==> src/rtl/axi_rd_arbiter_if.sv <==
// axi_rd_arbiter_if
//   Bundles the two-master upstream read ports (m_*, packed, master 0 in the
//   LSBs) and the single downstream slave read port (s_*) of axi_rd_arbiter.
//   Modports:
//     arb    : the arbiter's view (consumes m_ar*/m_rready/s_r*, drives the rest)
//     master : the upstream masters' view (drive m_ar*/m_rready)
//     slave  : the downstream slave's view (drives s_arready/s_r*)
interface axi_rd_arbiter_if #(
  parameter int unsigned addr_width   = 4,
  parameter int unsigned data_width   = 32,
  parameter int unsigned len          = 4,
  parameter int unsigned burst_length = 2,
  parameter int unsigned resp         = 2
);
  localparam int unsigned NM = 2;

  // Upstream (per-master, packed)
  logic [2*NM-1:0]            m_arid;
  logic [addr_width*NM-1:0]   m_araddr;
  logic [len*NM-1:0]          m_arlen;
  logic [burst_length*NM-1:0] m_arburst;
  logic [NM-1:0]              m_arvalid;
  logic [NM-1:0]              m_arready;
  logic [data_width*NM-1:0]   m_rdata;
  logic [resp*NM-1:0]         m_rresp;
  logic [NM-1:0]              m_rlast;
  logic [NM-1:0]              m_rvalid;
  logic [NM-1:0]              m_rready;

  // Downstream slave
  logic [1:0]                 s_arid;
  logic [addr_width-1:0]      s_araddr;
  logic [len-1:0]             s_arlen;
  logic [burst_length-1:0]    s_arburst;
  logic                       s_arvalid;
  logic                       s_arready;
  logic [data_width-1:0]      s_rdata;
  logic [resp-1:0]            s_rresp;
  logic                       s_rlast;
  logic                       s_rvalid;
  logic                       s_rready;

  modport arb (
    input  m_arid, m_araddr, m_arlen, m_arburst, m_arvalid, m_rready,
    input  s_arready, s_rdata, s_rresp, s_rlast, s_rvalid,
    output m_arready, m_rdata, m_rresp, m_rlast, m_rvalid,
    output s_arid, s_araddr, s_arlen, s_arburst, s_arvalid, s_rready
  );

  modport master (
    output m_arid, m_araddr, m_arlen, m_arburst, m_arvalid, m_rready,
    input  m_arready, m_rdata, m_rresp, m_rlast, m_rvalid
  );

  modport slave (
    input  s_arid, s_araddr, s_arlen, s_arburst, s_arvalid, s_rready,
    output s_arready, s_rdata, s_rresp, s_rlast, s_rvalid
  );
endinterface

==> src/rtl/axi_rd_arbiter.sv <==
// axi_rd_arbiter
//   Two-master AXI read-channel arbiter in front of a single slave read port.
//   One master is granted for a whole burst: its AR request is forwarded,
//   the returning R beats are routed to it only, and the grant is released on
//   the beat carrying rlast or on the (arlen+1)-th beat, whichever is first.
//   Ports:
//     aclk    : clock
//     aresetn : synchronous active-low reset
//     bus     : axi_rd_arbiter_if.arb (m_* master side, s_* slave side)
//     grant   : one-hot registered grant, 0 when idle
//     busy    : high while in ADDR or DATA
//   Build option:
//     ARB_RR_EN defined   -> round-robin tie-break (alternates on ties)
//     ARB_RR_EN undefined -> fixed priority, master 0 wins ties
module axi_rd_arbiter #(
  parameter int unsigned NM           = 2,
  parameter int unsigned addr_width   = 4,
  parameter int unsigned data_width   = 32,
  parameter int unsigned len          = 4,
  parameter int unsigned burst_length = 2,
  parameter int unsigned resp         = 2
) (
  input  logic              aclk,
  input  logic              aresetn,
  axi_rd_arbiter_if.arb     bus,
  output logic [NM-1:0]     grant,
  output logic              busy
);

  typedef enum logic [1:0] {
    IDLE = 2'd0,
    ADDR = 2'd1,
    DATA = 2'd2
  } state_t;

  state_t          state_q, state_d;
  logic [NM-1:0]   grant_q, grant_d;
  logic            last_q, last_d;
  logic [len-1:0]  len_q, len_d;
  logic [len-1:0]  beat_q, beat_d;

  logic            g;          // index of the granted master
  logic            tie_pick;
  logic            pick;
  logic [len-1:0]  sel_arlen;

  logic            arvalid_c;
  logic [NM-1:0]   arready_c;
  logic [NM-1:0]   rvalid_c;
  logic [NM-1:0]   rlast_c;
  logic            rready_c;

  assign g = grant_q[1];

`ifdef ARB_RR_EN
  assign tie_pick = ~last_q;
`else
  // last_grant is still tracked, but masked out so master 0 always wins ties.
  assign tie_pick = last_q & 1'b0;
`endif

  // A lone requester always wins; only a tie consults tie_pick.
  assign pick = (bus.m_arvalid == 2'b11) ? tie_pick : bus.m_arvalid[1];

  // Granted master's AR fields
  assign bus.s_arid    = g ? bus.m_arid[3:2] : bus.m_arid[1:0];
  assign bus.s_araddr  = g ? bus.m_araddr[2*addr_width-1:addr_width]
                           : bus.m_araddr[addr_width-1:0];
  assign sel_arlen     = g ? bus.m_arlen[2*len-1:len] : bus.m_arlen[len-1:0];
  assign bus.s_arlen   = sel_arlen;
  assign bus.s_arburst = g ? bus.m_arburst[2*burst_length-1:burst_length]
                           : bus.m_arburst[burst_length-1:0];

  // Read data/response are broadcast; only rvalid/rlast are steered.
  assign bus.m_rdata = {2{bus.s_rdata}};
  assign bus.m_rresp = {2{bus.s_rresp}};

  always_ff @(posedge aclk) begin
    if (!aresetn) begin
      state_q <= IDLE;
      grant_q <= '0;
      last_q  <= 1'b1;
      len_q   <= '0;
      beat_q  <= '0;
    end else begin
      state_q <= state_d;
      grant_q <= grant_d;
      last_q  <= last_d;
      len_q   <= len_d;
      beat_q  <= beat_d;
    end
  end

  always_comb begin
    state_d   = state_q;
    grant_d   = grant_q;
    last_d    = last_q;
    len_d     = len_q;
    beat_d    = beat_q;
    arvalid_c = 1'b0;
    arready_c = '0;
    rvalid_c  = '0;
    rlast_c   = '0;
    rready_c  = 1'b0;

    case (state_q)
      IDLE: begin
        if (|bus.m_arvalid) begin
          grant_d       = '0;
          grant_d[pick] = 1'b1;
          state_d       = ADDR;
        end
      end

      ADDR: begin
        // If the granted master withdraws arvalid, we simply wait here.
        arvalid_c    = bus.m_arvalid[g];
        arready_c[g] = bus.s_arready;
        if (bus.m_arvalid[g] && bus.s_arready) begin
          len_d   = sel_arlen;
          beat_d  = '0;
          state_d = DATA;
        end
      end

      DATA: begin
        rvalid_c[g] = bus.s_rvalid;
        rlast_c[g]  = bus.s_rlast;
        rready_c    = bus.m_rready[g];
        if (bus.s_rvalid && bus.m_rready[g]) begin
          beat_d = beat_q + 1'b1;
          // Beat count bounds the burst for slaves that never raise rlast.
          if (bus.s_rlast || (beat_q == len_q)) begin
            state_d = IDLE;
            grant_d = '0;
            last_d  = g;
          end
        end
      end

      default: state_d = IDLE;
    endcase
  end

  // Handshake outputs are forced low for the whole reset cycle.
  assign bus.s_arvalid = aresetn & arvalid_c;
  assign bus.m_arready = {2{aresetn}} & arready_c;
  assign bus.m_rvalid  = {2{aresetn}} & rvalid_c;
  assign bus.m_rlast   = {2{aresetn}} & rlast_c;
  assign bus.s_rready  = aresetn & rready_c;

  assign grant = grant_q;
  assign busy  = (state_q != IDLE);

endmodule

==> src/flat_wrapper.sv <==
// flat-port wrapper written by rule: the top's interface ports become plain ports
module axi_rd_arbiter_flat 
#(
  parameter int unsigned NM           = 2,
  parameter int unsigned addr_width   = 4,
  parameter int unsigned data_width   = 32,
  parameter int unsigned len          = 4,
  parameter int unsigned burst_length = 2,
  parameter int unsigned resp         = 2
)
  (aclk, aresetn, grant, busy, bus_m_arid, bus_m_araddr, bus_m_arlen, bus_m_arburst, bus_m_arvalid, bus_m_rready, bus_s_arready, bus_s_rdata, bus_s_rresp, bus_s_rlast, bus_s_rvalid, bus_m_arready, bus_m_rdata, bus_m_rresp, bus_m_rlast, bus_m_rvalid, bus_s_arid, bus_s_araddr, bus_s_arlen, bus_s_arburst, bus_s_arvalid, bus_s_rready);
  axi_rd_arbiter_if #(.addr_width(addr_width), .data_width(data_width), .len(len), .burst_length(burst_length), .resp(resp)) bus_i ();
  input  logic aclk;
  input  logic aresetn;
  output logic [NM-1:0] grant;
  output logic busy;
  input wire logic [$bits(bus_i.m_arid)-1:0] bus_m_arid;
  input wire logic [$bits(bus_i.m_araddr)-1:0] bus_m_araddr;
  input wire logic [$bits(bus_i.m_arlen)-1:0] bus_m_arlen;
  input wire logic [$bits(bus_i.m_arburst)-1:0] bus_m_arburst;
  input wire logic [$bits(bus_i.m_arvalid)-1:0] bus_m_arvalid;
  input wire logic [$bits(bus_i.m_rready)-1:0] bus_m_rready;
  input wire logic [$bits(bus_i.s_arready)-1:0] bus_s_arready;
  input wire logic [$bits(bus_i.s_rdata)-1:0] bus_s_rdata;
  input wire logic [$bits(bus_i.s_rresp)-1:0] bus_s_rresp;
  input wire logic [$bits(bus_i.s_rlast)-1:0] bus_s_rlast;
  input wire logic [$bits(bus_i.s_rvalid)-1:0] bus_s_rvalid;
  output wire logic [$bits(bus_i.m_arready)-1:0] bus_m_arready;
  output wire logic [$bits(bus_i.m_rdata)-1:0] bus_m_rdata;
  output wire logic [$bits(bus_i.m_rresp)-1:0] bus_m_rresp;
  output wire logic [$bits(bus_i.m_rlast)-1:0] bus_m_rlast;
  output wire logic [$bits(bus_i.m_rvalid)-1:0] bus_m_rvalid;
  output wire logic [$bits(bus_i.s_arid)-1:0] bus_s_arid;
  output wire logic [$bits(bus_i.s_araddr)-1:0] bus_s_araddr;
  output wire logic [$bits(bus_i.s_arlen)-1:0] bus_s_arlen;
  output wire logic [$bits(bus_i.s_arburst)-1:0] bus_s_arburst;
  output wire logic [$bits(bus_i.s_arvalid)-1:0] bus_s_arvalid;
  output wire logic [$bits(bus_i.s_rready)-1:0] bus_s_rready;
  assign bus_i.m_arid = bus_m_arid;
  assign bus_i.m_araddr = bus_m_araddr;
  assign bus_i.m_arlen = bus_m_arlen;
  assign bus_i.m_arburst = bus_m_arburst;
  assign bus_i.m_arvalid = bus_m_arvalid;
  assign bus_i.m_rready = bus_m_rready;
  assign bus_i.s_arready = bus_s_arready;
  assign bus_i.s_rdata = bus_s_rdata;
  assign bus_i.s_rresp = bus_s_rresp;
  assign bus_i.s_rlast = bus_s_rlast;
  assign bus_i.s_rvalid = bus_s_rvalid;
  assign bus_m_arready = bus_i.m_arready;
  assign bus_m_rdata = bus_i.m_rdata;
  assign bus_m_rresp = bus_i.m_rresp;
  assign bus_m_rlast = bus_i.m_rlast;
  assign bus_m_rvalid = bus_i.m_rvalid;
  assign bus_s_arid = bus_i.s_arid;
  assign bus_s_araddr = bus_i.s_araddr;
  assign bus_s_arlen = bus_i.s_arlen;
  assign bus_s_arburst = bus_i.s_arburst;
  assign bus_s_arvalid = bus_i.s_arvalid;
  assign bus_s_rready = bus_i.s_rready;
  axi_rd_arbiter #(.NM(NM), .addr_width(addr_width), .data_width(data_width), .len(len), .burst_length(burst_length), .resp(resp)) u_core (.aclk(aclk), .aresetn(aresetn), .bus(bus_i), .grant(grant), .busy(busy));
endmodule
==> config.mk <==
export PLATFORM = sky130hd
export DESIGN_NAME = axi_rd_arbiter_flat
export DESIGN_NICKNAME = d
export VERILOG_FILES = /design/src/rtl/axi_rd_arbiter_if.sv /design/src/rtl/axi_rd_arbiter.sv /design/src/flat_wrapper.sv
export SDC_FILE = /design/constraint.sdc
export NUM_CORES = 1
export LEC_CHECK = 0
export ABC_CLOCK_PERIOD_IN_PS = 2120
export CAP_MARGIN = 10
export CELL_PAD_IN_SITES_DETAIL_PLACEMENT = 0
export CELL_PAD_IN_SITES_GLOBAL_PLACEMENT = 1
export CORE_ASPECT_RATIO = 1.4
export CORE_MARGIN = 2
export CORE_UTILIZATION = 18
export DETAILED_ROUTE_END_ITERATION = 10
export PLACE_DENSITY_LB_ADDON = 0.1
export SLEW_MARGIN = 5
export SYNTH_ARGS = -nofsm -noshare
export SYNTH_HDL_FRONTEND = slang
export SYNTH_SLANG_ARGS = --single-unit
==> constraint.sdc <==
create_clock -name aclk -period 2.12 [get_ports aclk]
set_input_delay 0.318 -clock aclk [delete_from_list [all_inputs] [get_ports aclk]]
set_output_delay 0.318 -clock aclk [all_outputs]
set_load 0.01 [all_outputs]
==> flow_metrics.env <==
export IMPL_wirelength_mm=3.62
export IMPL_syn_to_final_growth_pct=17.9
export IMPL_rrSetupSlack_ns=0.34
export IMPL_die_w_um=79.2
export IMPL_ys_seq_area_share_pct=16.9
export IMPL_drive_above_1_share_pct=17.7
export IMPL_ant_nets=0
export IMPL_port_buffers=55
export IMPL_htreeDepth=1
export IMPL_drv_slew=0
export IMPL_regToRegEndpoint="u_core.beat_q[3]"
export IMPL_cpPeakStageDelay_ns=0.51
export IMPL_dieArea_mm2=0.00865
export IMPL_finalCritPeriodShare_pct=96.4
export IMPL_cap_violations=0
export IMPL_ys_types=31
export IMPL_path_buf_inv=2
export IMPL_fill_cells=874
export IMPL_syn_nets=243
export IMPL_avgRoutedWirePerCell_um=13.7
export IMPL_critPathLaunchType="flop"
export IMPL_dpl_cell_area_mm2=0.00161
export IMPL_dp_hpwl_mm=2.97
export IMPL_grt_pass1_vias=1036
export IMPL_cts_sinks=12
export IMPL_design_core_area_mm2=0.00770
export IMPL_rsz0062_at_grt="no"
export IMPL_crit_slowest_cell="clkdlybuf4s50_1"
export IMPL_crit_arrival_ns=1.73
export IMPL_cts_setup_buffers=0
export IMPL_synth_avg_cell_area_um2=8.33
export IMPL_worst_pin_slew_ns=0.480
export IMPL_fin_area_mm2=0.00168
export IMPL_ioPinCount=158
export IMPL_outcome="finished clean"
export IMPL_gr_usage_all_layers_pct=7.98
export IMPL_fin_setup_tns_ns=0
export IMPL_power_density_mw_per_mm2=720
export IMPL_clk_path_buf_depth=2
export IMPL_path_class="reg2out"
export IMPL_grt_max_degree=12
export IMPL_hp_class="reg2reg"
export IMPL_layout_cells_most_common_list="clkdlybuf4s50_1 (51), mux2_2 (13), dfxtp_1 (11), inv_1 (8), nand2_1 (7)"
export IMPL_setup_worst_path_start="u_core.grant[1]"
export IMPL_final_common_cell="clkdlybuf4s50_1"
export IMPL_n_antenna_cell=0
export IMPL_numCtsBuffers=3
export IMPL_drt_pass1_iterations=4
export IMPL_max_slew_margin_pct=67.7
export IMPL_path_depth=3
export IMPL_synth_ff_latch_count=12
export IMPL_fmax_mhz=489
export IMPL_post_route_min_period_ns=2.04
export IMPL_r2r_cells=5
export IMPL_synthCells=171
export IMPL_yosysWarnings=0
export IMPL_route_detailed_drc=0
export IMPL_cts_tree="built"
export IMPL_initial_core_util_pct=18.5
export IMPL_cp_end_kind="output port"
export IMPL_root_buffer="clkbuf_8"
export IMPL_path_delay_family="buffers and inverters"
export IMPL_die_height_um=109
export IMPL_yosys_area_top_type="buf_4"
export IMPL_final_setup_viol_count=0
export IMPL_path_cells="buf_4 -> mux2_2 -> clkdlybuf4s50_1"
export IMPL_synth_area_leaders="buf_4 (36%), dfxtp_1 (17%), mux2_2 (10%)"
export IMPL_clock_latency_ns=0.24
export IMPL_num_vias=1013
export IMPL_grt_antenna_before_repair=0
export IMPL_reg2reg_from="u_core.state_q[1]"
export IMPL_total_power_uw=1210
export IMPL_final_hold_violation_count=0
export IMPL_netlist_area_mm2=0.00142
export IMPL_first_iter_violations=32
export IMPL_grt_pass1_wl_mm=5.26
export IMPL_cts_hold_buf=0
export IMPL_fin_nets=237
export IMPL_overflow=0
export IMPL_crit_fanout=9
export IMPL_worst_endpoint_required_ns=1.80
export IMPL_clkSlewWorstSetupHoldPaths_ns=0.06
export IMPL_p_leak_uw=0.000660
export IMPL_crit_path_end="bus_s_araddr[3]"
export IMPL_clock_skew_ns=0.00355
export IMPL_synth_top_area_share_pct=35.9
export IMPL_avgViaCountPerCell=3.84
export IMPL_num_rows=38
export IMPL_gp_congestion=0.662
export IMPL_peakVddDrop_uv=326
## how the worst min path moves through the flow
stage	cells past startpoint	endpoint	start	slack, ns
after floorplan	2	u_core.state_q[1]	u_core.state_q[1]	0.45
after global placement	2	u_core.state_q[0]	u_core.state_q[0]	0.46
after detailed placement	2	u_core.state_q[1]	u_core.state_q[1]	0.48
after CTS	2	u_core.state_q[0]	u_core.state_q[0]	0.49
after global routing	2	u_core.state_q[0]	u_core.state_q[0]	0.53
final	2	u_core.state_q[0]	u_core.state_q[0]	0.50
## synthesized netlist by cell type
cell,instances
nand3_1,4
a31oi_1,1
mux2i_1,6
inv_1,9
buf_6,1
nand3b_1,1
a21oi_1,2
o31ai_1,3
a21oi_2,1
nor3_1,5
a21boi_2,1
buf_4,68
o21ai_0,2
dfxtp_1,12
mux2_2,13
clkbuf_1,2
o311ai_0,3
ha_1,5
xnor2_1,4
mux2_4,1
or4_1,2
nor4_1,1
a2111oi_0,1
o32ai_1,1
nand2b_1,3
a41oi_1,1
nand2_1,7
nor2b_1,3
o41ai_1,1
nor2_1,6
or4_4,1
## power breakdown
group,switching [uW],internal (uW)
Clock,92.3,164
Combinational,304,350
Sequential,34.8,263
## sequential cells by signal, indices dropped and copies added, names as in the netlist
register        flops
u_core.beat_q       4
u_core.len_q        4
u_core.state_q      2
u_core.grant        2
## per-stage QoR
step                      hold WS (ns)  cells  utilization [%]  setup WS (ns)
after global placement           0.464    260             20.9         0.0986
final                            0.501    264             21.8         0.0756
after detailed placement         0.477    260             20.9         0.0581
after floorplan                  0.451    171                -          0.453
after global routing             0.529    264             21.8        0.00422
after CTS                        0.490    264             21.7        0.00929
## routing by layer
metal / global-route usage [%] / part of all wire (%) / up-vias
li1: - / - / 499
met1: 8.26 / 34 / 448
met2: 14.0 / 54 / 40
met3: 2.57 / 7.9 / 26
met4: 4.68 / 4.2 / 0
met5: 0 / 0 / -
## what timing repair did
item                                    CTS  global route
endpoints found under the setup margin   17             3
hold endpoints to repair                  0             0
resized for setup                         5             3
## logic make-up (layout without fill, tap and decap cells)
| logic type | after synthesis | after routing | synth area share, % |
|---|---|---|---|
| xor gates and xnor gates | 4 | 4 | 2.46 |
| DFF | 12 | 12 | 16.9 |
| AOI/OAI and AO/OA | 17 | 17 | 9.14 |
| buffers and inverters | 80 | 73 | 39.5 |
| and+or+nand+nor | 33 | 33 | 12.0 |
| muxes | 20 | 20 | 15.6 |
| adders and majority gates | 5 | 5 | 4.39 |
## layout make-up
class	count	area [um2]	area share, %
Multi-Input combinational cell	79	633	37.7
Tap cell	100	125	7.45
Sequential cell	12	241	14.4
Timing Repair Buffer	60	591	35.2
Inverter	9	33.8	2.01
Clock buffer	4	55.1	3.28
## worst reg2reg max path: stages, from the launching register on
cell and delay [ns]:
dfxtp_1 0.38, inv_1 0.10, ha_1 0.31, inv_1 0.08, or4_4 0.53, o32ai_1 0.28
No activity file was read; power rests on OpenSTA's default activity.
